### src/rtl/mem_access_ctrl_pkg.sv
// Shared bus definitions for the CPU <-> MEMORY access controller:
// default widths, wait-counter width, EN encoding and FSM state encoding.
package mem_access_ctrl_pkg;

  localparam int unsigned ADDR_W_DEF = 8;
  localparam int unsigned DATA_W_DEF = 24;
  localparam int unsigned WAIT_CNT_W = 4;

  localparam logic MEM_EN_WRITE = 1'b1;
  localparam logic MEM_EN_READ  = 1'b0;

  typedef enum logic [2:0] {
    ST_IDLE   = 3'd0,
    ST_SETUP  = 3'd1,
    ST_ACCESS = 3'd2,
    ST_HOLD   = 3'd3,
    ST_RESP   = 3'd4
  } state_e;

endpackage

### src/rtl/sat_counter.sv
// Saturating up-counter: increments on inc, sticks at all-ones.
module sat_counter #(
  parameter int unsigned W = 16
) (
  input  logic         clock,
  input  logic         reset,
  input  logic         inc,
  output logic [W-1:0] count
);

  always_ff @(posedge clock or posedge reset) begin
    if (reset) begin
      count <= '0;
    end else if (inc && (count != '1)) begin
      count <= count + W'(1);
    end
  end

endmodule

### src/rtl/mem_access_ctrl.sv
// Sequences MAR/EN/CS for single CPU read/write accesses with programmable
// wait states, returns read data with a done pulse, and counts accesses.
module mem_access_ctrl
  import mem_access_ctrl_pkg::*;
#(
  parameter int unsigned ADDR_W      = ADDR_W_DEF,
  parameter int unsigned DATA_W      = DATA_W_DEF,
  parameter int unsigned WAIT_CYCLES = 1,
  parameter int unsigned CNT_W       = 16
) (
  input  logic              clock,
  input  logic              reset,
  input  logic              cpu_req,
  input  logic              cpu_we,
  input  logic [ADDR_W-1:0] cpu_addr,
  input  logic [DATA_W-1:0] cpu_wdata,
  output logic              cpu_ready,
  output logic              cpu_done,
  output logic              cpu_rvalid,
  output logic [DATA_W-1:0] cpu_rdata,
  output logic [ADDR_W-1:0] mem_addr,
  output logic [DATA_W-1:0] mem_wdata,
  input  logic [DATA_W-1:0] mem_rdata,
  output logic              mem_en,
  output logic              mem_cs,
  output logic [CNT_W-1:0]  rd_count,
  output logic [CNT_W-1:0]  wr_count
);

  state_e                  state_q;
  state_e                  state_d;
  logic [WAIT_CNT_W-1:0]   wait_q;
  logic                    we_q;
  logic                    we_d;
  logic                    accept_c;
  logic                    last_access_c;
  logic                    ready_d;
  logic                    done_d;
  logic                    rvalid_d;
  logic                    cs_d;
  logic                    en_d;
  logic                    rd_inc_c;
  logic                    wr_inc_c;

  // State register
  always_ff @(posedge clock or posedge reset) begin
    if (reset) begin
      state_q <= ST_IDLE;
    end else begin
      state_q <= state_d;
    end
  end

  // Next state plus next-cycle output decode (outputs follow the state entered)
  always_comb begin
    state_d       = state_q;
    accept_c      = 1'b0;
    we_d          = we_q;
    last_access_c = (wait_q == '0);
    ready_d       = 1'b0;
    done_d        = 1'b0;
    rvalid_d      = 1'b0;
    cs_d          = 1'b0;
    en_d          = MEM_EN_READ;

    case (state_q)
      ST_IDLE: begin
        if (cpu_req) begin
          accept_c = 1'b1;
          we_d     = cpu_we;
          state_d  = ST_SETUP;
        end
      end
      ST_SETUP:  state_d = ST_ACCESS;
      ST_ACCESS: if (last_access_c) state_d = ST_HOLD;
      ST_HOLD:   state_d = ST_RESP;
      ST_RESP:   state_d = ST_IDLE;
      default:   state_d = ST_IDLE;
    endcase

    case (state_d)
      ST_IDLE:  ready_d = 1'b1;
      ST_SETUP, ST_HOLD: en_d = we_d ? MEM_EN_WRITE : MEM_EN_READ;
      ST_ACCESS: begin
        cs_d = 1'b1;
        en_d = we_d ? MEM_EN_WRITE : MEM_EN_READ;
      end
      ST_RESP: begin
        done_d   = 1'b1;
        rvalid_d = ~we_d;
      end
      default: ready_d = 1'b0;
    endcase
  end

  // Request latches and wait-state down-counter; MAR keeps its value when idle
  always_ff @(posedge clock or posedge reset) begin
    if (reset) begin
      we_q      <= 1'b0;
      mem_addr  <= '0;
      mem_wdata <= '0;
      wait_q    <= '0;
    end else begin
      if (accept_c) begin
        we_q      <= cpu_we;
        mem_addr  <= cpu_addr;
        mem_wdata <= cpu_wdata;
      end
      if (state_q == ST_SETUP) begin
        wait_q <= WAIT_CNT_W'(WAIT_CYCLES);
      end else if ((state_q == ST_ACCESS) && !last_access_c) begin
        wait_q <= wait_q - WAIT_CNT_W'(1);
      end
    end
  end

  // Registered control outputs and read-data capture on the last ACCESS edge
  always_ff @(posedge clock or posedge reset) begin
    if (reset) begin
      cpu_ready  <= 1'b1;
      cpu_done   <= 1'b0;
      cpu_rvalid <= 1'b0;
      mem_cs     <= 1'b0;
      mem_en     <= 1'b0;
      cpu_rdata  <= '0;
    end else begin
      cpu_ready  <= ready_d;
      cpu_done   <= done_d;
      cpu_rvalid <= rvalid_d;
      mem_cs     <= cs_d;
      mem_en     <= en_d;
      if ((state_q == ST_ACCESS) && last_access_c && !we_q) begin
        cpu_rdata <= mem_rdata;
      end
    end
  end

  // Count on entry to RESP so the new count is visible alongside cpu_done
  assign rd_inc_c = (state_q == ST_HOLD) && !we_q;
  assign wr_inc_c = (state_q == ST_HOLD) &&  we_q;

  sat_counter #(.W(CNT_W)) u_rd_cnt (
    .clock (clock),
    .reset (reset),
    .inc   (rd_inc_c),
    .count (rd_count)
  );

  sat_counter #(.W(CNT_W)) u_wr_cnt (
    .clock (clock),
    .reset (reset),
    .inc   (wr_inc_c),
    .count (wr_count)
  );

endmodule

### config.mk
export PLATFORM = sky130hd
export DESIGN_NAME = mem_access_ctrl
export DESIGN_NICKNAME = d
export VERILOG_FILES = /design/src/rtl/mem_access_ctrl_pkg.sv /design/src/rtl/sat_counter.sv /design/src/rtl/mem_access_ctrl.sv
export SDC_FILE = /design/constraint.sdc
export NUM_CORES = 1
export LEC_CHECK = 0
export ABC_AREA = 0
export ABC_CLOCK_PERIOD_IN_PS = 7290
export CAP_MARGIN = 5
export CORE_ASPECT_RATIO = 2
export CORE_UTILIZATION = 45
export CTS_CLUSTER_SIZE = 25
export DETAILED_ROUTE_END_ITERATION = 6
export DONT_BUFFER_PORTS = 1
export SLEW_MARGIN = 15
export SYNTH_ARGS = -nofsm -noshare
export SYNTH_HDL_FRONTEND = slang
export SYNTH_HIERARCHICAL = 1
export SYNTH_SLANG_ARGS = --single-unit
### constraint.sdc
create_clock -name clock -period 7.29 [get_ports clock]
set_input_delay 2.187 -clock clock [delete_from_list [all_inputs] [get_ports clock]]
set_output_delay 2.187 -clock clock [all_outputs]
set_load 0.05 [all_outputs]
==> impl_metrics.csv <==
group,metric,value,unit
run_status,status,"finished with violations",
run_status,violations,"DRC",
setup_path,path_delay_family,"simple AND/OR/NAND/NOR gates",
synth,muxShareOfSynthArea,0.168,
sta,fmax,291,MHz
global_routing,grt_max_degree,70,
drt,drtIter0Drc,161,
floorplan,dieHeight,141,um
setup_path,worstPathCellList,"nor4b_4, buf_4, mux2_2",
setup_path,endpoint,"mem_wdata[10]$_DFFE_PP0P_",
clock_tree,insertion_delay,0.33,ns
drt,via_count,2499,
synth,synth_edf_count,0,
finish,regArea,2530,um2
setup_path,worstPathArrival,3.66,ns
synth,synth_compound_area_frac,0.0231,
synth,synth_area_per_cell,13.7,um2
place,portBuffers,0,
synth,synthDistinctLibCells,40,
clock_tree,clkSinkCount,101,
setup_path,end_kind,"flip-flop",
setup_path,worstSetupPathType,"input port to flip-flop",
floorplan,row_count,50,
synth,ys.flop_type,"dfrtp_1",
clock_tree,h-tree-depth,3,
floorplan,ios,153,
clock_tree,clockBufferDepth,2,
finish,fillers,819,
place,gp_congestion,0.773,
synth,syn-cell-area,4330,um2
place,hpwlAfterDp,6040,um
finish,drive_gt1_frac,0.294,
synth,syn-num-nets,379,
synth,synth_fa_ha_area_frac,0.00867,
sta,holdWs,0.578,ns
drt,postRouteAntennaNets,0,
drt,routed_wl,8370,um
synth,synth_warnings,6,
drt,drt_first_pass_iters,6,
sta,fin_crit_sh,0.472,
setup_path,timing.rr.end,"u_rd_cnt/count[14]$_DFFE_PP0P_",
clock_tree,ctsResizeCount,0,
setup_path,path_buf_inv,1,
pwr,p_per_area,527,nW/um2
sta,rsz0062_at_grt,"no",
pwr,peakVddDrop,0.262,mV
clock_tree,cts_setup_buffers,0,
setup_path,reg2reg_depth,6,
finish,fin_util,0.506,
setup_path,path_max_fanout,23,
clock_tree,hold_buffers,0,
clock_tree,cts_tree,"built",
clock_tree,clkTransAtPathRegs,0.07,ns
finish,final_common_cell,"dfrtp_1",
synth,ys_seq_area_frac,0.584,
sta,setup_viol,0,
floorplan,core_region_area,9320,um2
synth,synth-simple-area-share,0.150,
setup_path,path_depth,3,
finish,multiInputGateArea,1720,um2
sta,worst_pin_slew,0.851,ns
sta,setup_tns,0,ns
pwr,leakage,2.08,nW
floorplan,dieArea,10000,um2
synth,syn_inst,316,
sta,maxSlewViolCount,0,
synth,synth_seq_cells,101,
setup_path,cp.required,7.51,ns
min_path,hold_class,"flip-flop to flip-flop",
setup_path,cp-startpoint,"cpu_req",
sta,clock_skew,0.00785,ns
synth,synth_xor_area_frac,0.0465,
synth,synth_async_sr_flop_share,1.00,
setup_path,worstReg2RegStart,"state_q[0]$_DFF_PP0_",
finish,antennaDiodeCount,0,
global_routing,grt_pass1_vias,2606,
flow_run,cap_violations,0,
clock_tree,root_buffer,"clkbuf_16",
setup_path,critPathSlowestCell,"nor4b_4",
clock_tree,numCtsBuffers,9,
global_routing,grt_overflow,0,
finish,synthToLayoutAreaGrowth,8.84,%
setup_path,max_stage_delay,0.66,ns
global_routing,grt_pass1_wl,13200,um
setup_path,start_kind,"input port",
synth,synth_top_family_by_area,"multiplexers",
setup_path,r2r_slack,4.75,ns
sta,hold_violations,0,
sta,period_needed,3.44,ns
sta,slew_headroom,0.433,
drt,drc,13,
global_routing,grt.total_usage,0.172,
floorplan,die_w,71.4,um
drt,wl_per_cell,19.5,um
drt,viasPerCell,5.81,
finish,final_cell_mix,"dfrtp_1, mux2_2, xnor2_1, nand3_1, nand2_1",
finish,fin_nets,384,
floorplan,start_util,0.465,
global_routing,antenna_found_initial,0,
[power by group]
group	internal, mW	total [mW]	switching [mW]
registers	0.759	1.62	0.866
clock network	0.267	0.476	0.208
logic	0.233	0.383	0.150
total	1.26	2.48	1.22
[state kept, by name, indices dropped and copies added (netlist names), 3 cells and up]
signal,cells
mem_addr,8
u_rd_cnt/count,16
cpu_rdata,24
state_q,3
wait_q,4
u_wr_cnt/count,16
mem_wdata,24
[worst min path at each step]
stage | startpoint | to | slack (ns) | cells after the start
2_1_floorplan | we_q$_DFFE_PP0P_ | cpu_rvalid$_DFF_PP0_ | 0.50 | 1
3_3_place_gp | wait_q[0]$_DFFE_PP0P_ | wait_q[0]$_DFFE_PP0P_ | 0.55 | 1
3_5_place_dp | wait_q[0]$_DFFE_PP0P_ | wait_q[0]$_DFFE_PP0P_ | 0.56 | 1
4_1_cts | we_q$_DFFE_PP0P_ | cpu_rvalid$_DFF_PP0_ | 0.58 | 1
5_1_grt | wait_q[0]$_DFFE_PP0P_ | wait_q[0]$_DFFE_PP0P_ | 0.61 | 1
6_report | we_q$_DFFE_PP0P_ | cpu_rvalid$_DFF_PP0_ | 0.58 | 1
[cell usage after synthesis, drive strengths merged, types with 2 or more instances]
cell type,count,area share
o22ai,2,0.0029
o21a,2,0.0035
a21oi,7,0.0081
nand3,17,0.020
nand3b,2,0.0064
ha,3,0.0087
clkbuf,2,0.0017
nand2,15,0.014
and3,10,0.015
nand2b,3,0.0043
inv,7,0.0061
buf,6,0.012
nor2,10,0.0087
nor4,2,0.0098
and4,8,0.017
xnor2,23,0.047
nor4b,3,0.013
dfrtp,100,0.58
nand4,14,0.030
nor3,4,0.0046
mux2,62,0.16
and2,3,0.0043
mux2i,3,0.0069
[final cells by class]
| type | count | share of cell area |
|---|---|---|
| clock buffers | 9 | 0.0478 |
| clock inverters | 7 | 0.0154 |
| inverters | 7 | 0.00557 |
| multi-input cells | 200 | 0.364 |
| flip-flops and latches | 101 | 0.537 |
| well taps | 104 | 0.0276 |
| repair buffers | 2 | 0.00319 |
[worst register-to-register path, cell delays in order (launching register included)]
cell,delay (ns)
dfrtp_1,0.67
nand2_1,0.22
nor3_1,0.57
and4_1,0.37
nand3_1,0.14
nor2_1,0.14
mux2_2,0.33
[cells by family after synthesis]
logic type | count (synthesis)
AO/OA/AOI/OAI | 16
XOR/XNOR | 23
adder cells (fa/ha/maj) | 3
buffers and inverters | 15
flip-flops | 101
multiplexers | 65
AND/OR/NAND/NOR | 93
[metrics by stage]
step                total power, mW  instances  setup slack (ns)  area (um2)
global placement               2.01        414              3.51        4420
CTS                            2.51        430              3.84        4710
detailed placement             2.03        414              3.48        4420
floorplan                      1.93        316              3.36        4330
finish                         2.48        430              3.85        4710
global route                   2.59        430              3.74        4710
[per-layer routing]
layer	global-route usage	vias to the layer above	wire, um
met5	0	-	0
met2	0.309	89	4710
met3	0.0472	17	486
li1	-	1139	-
met4	0.0821	0	228
met1	0.180	1254	2950
(Power assumes the default switching activity.)
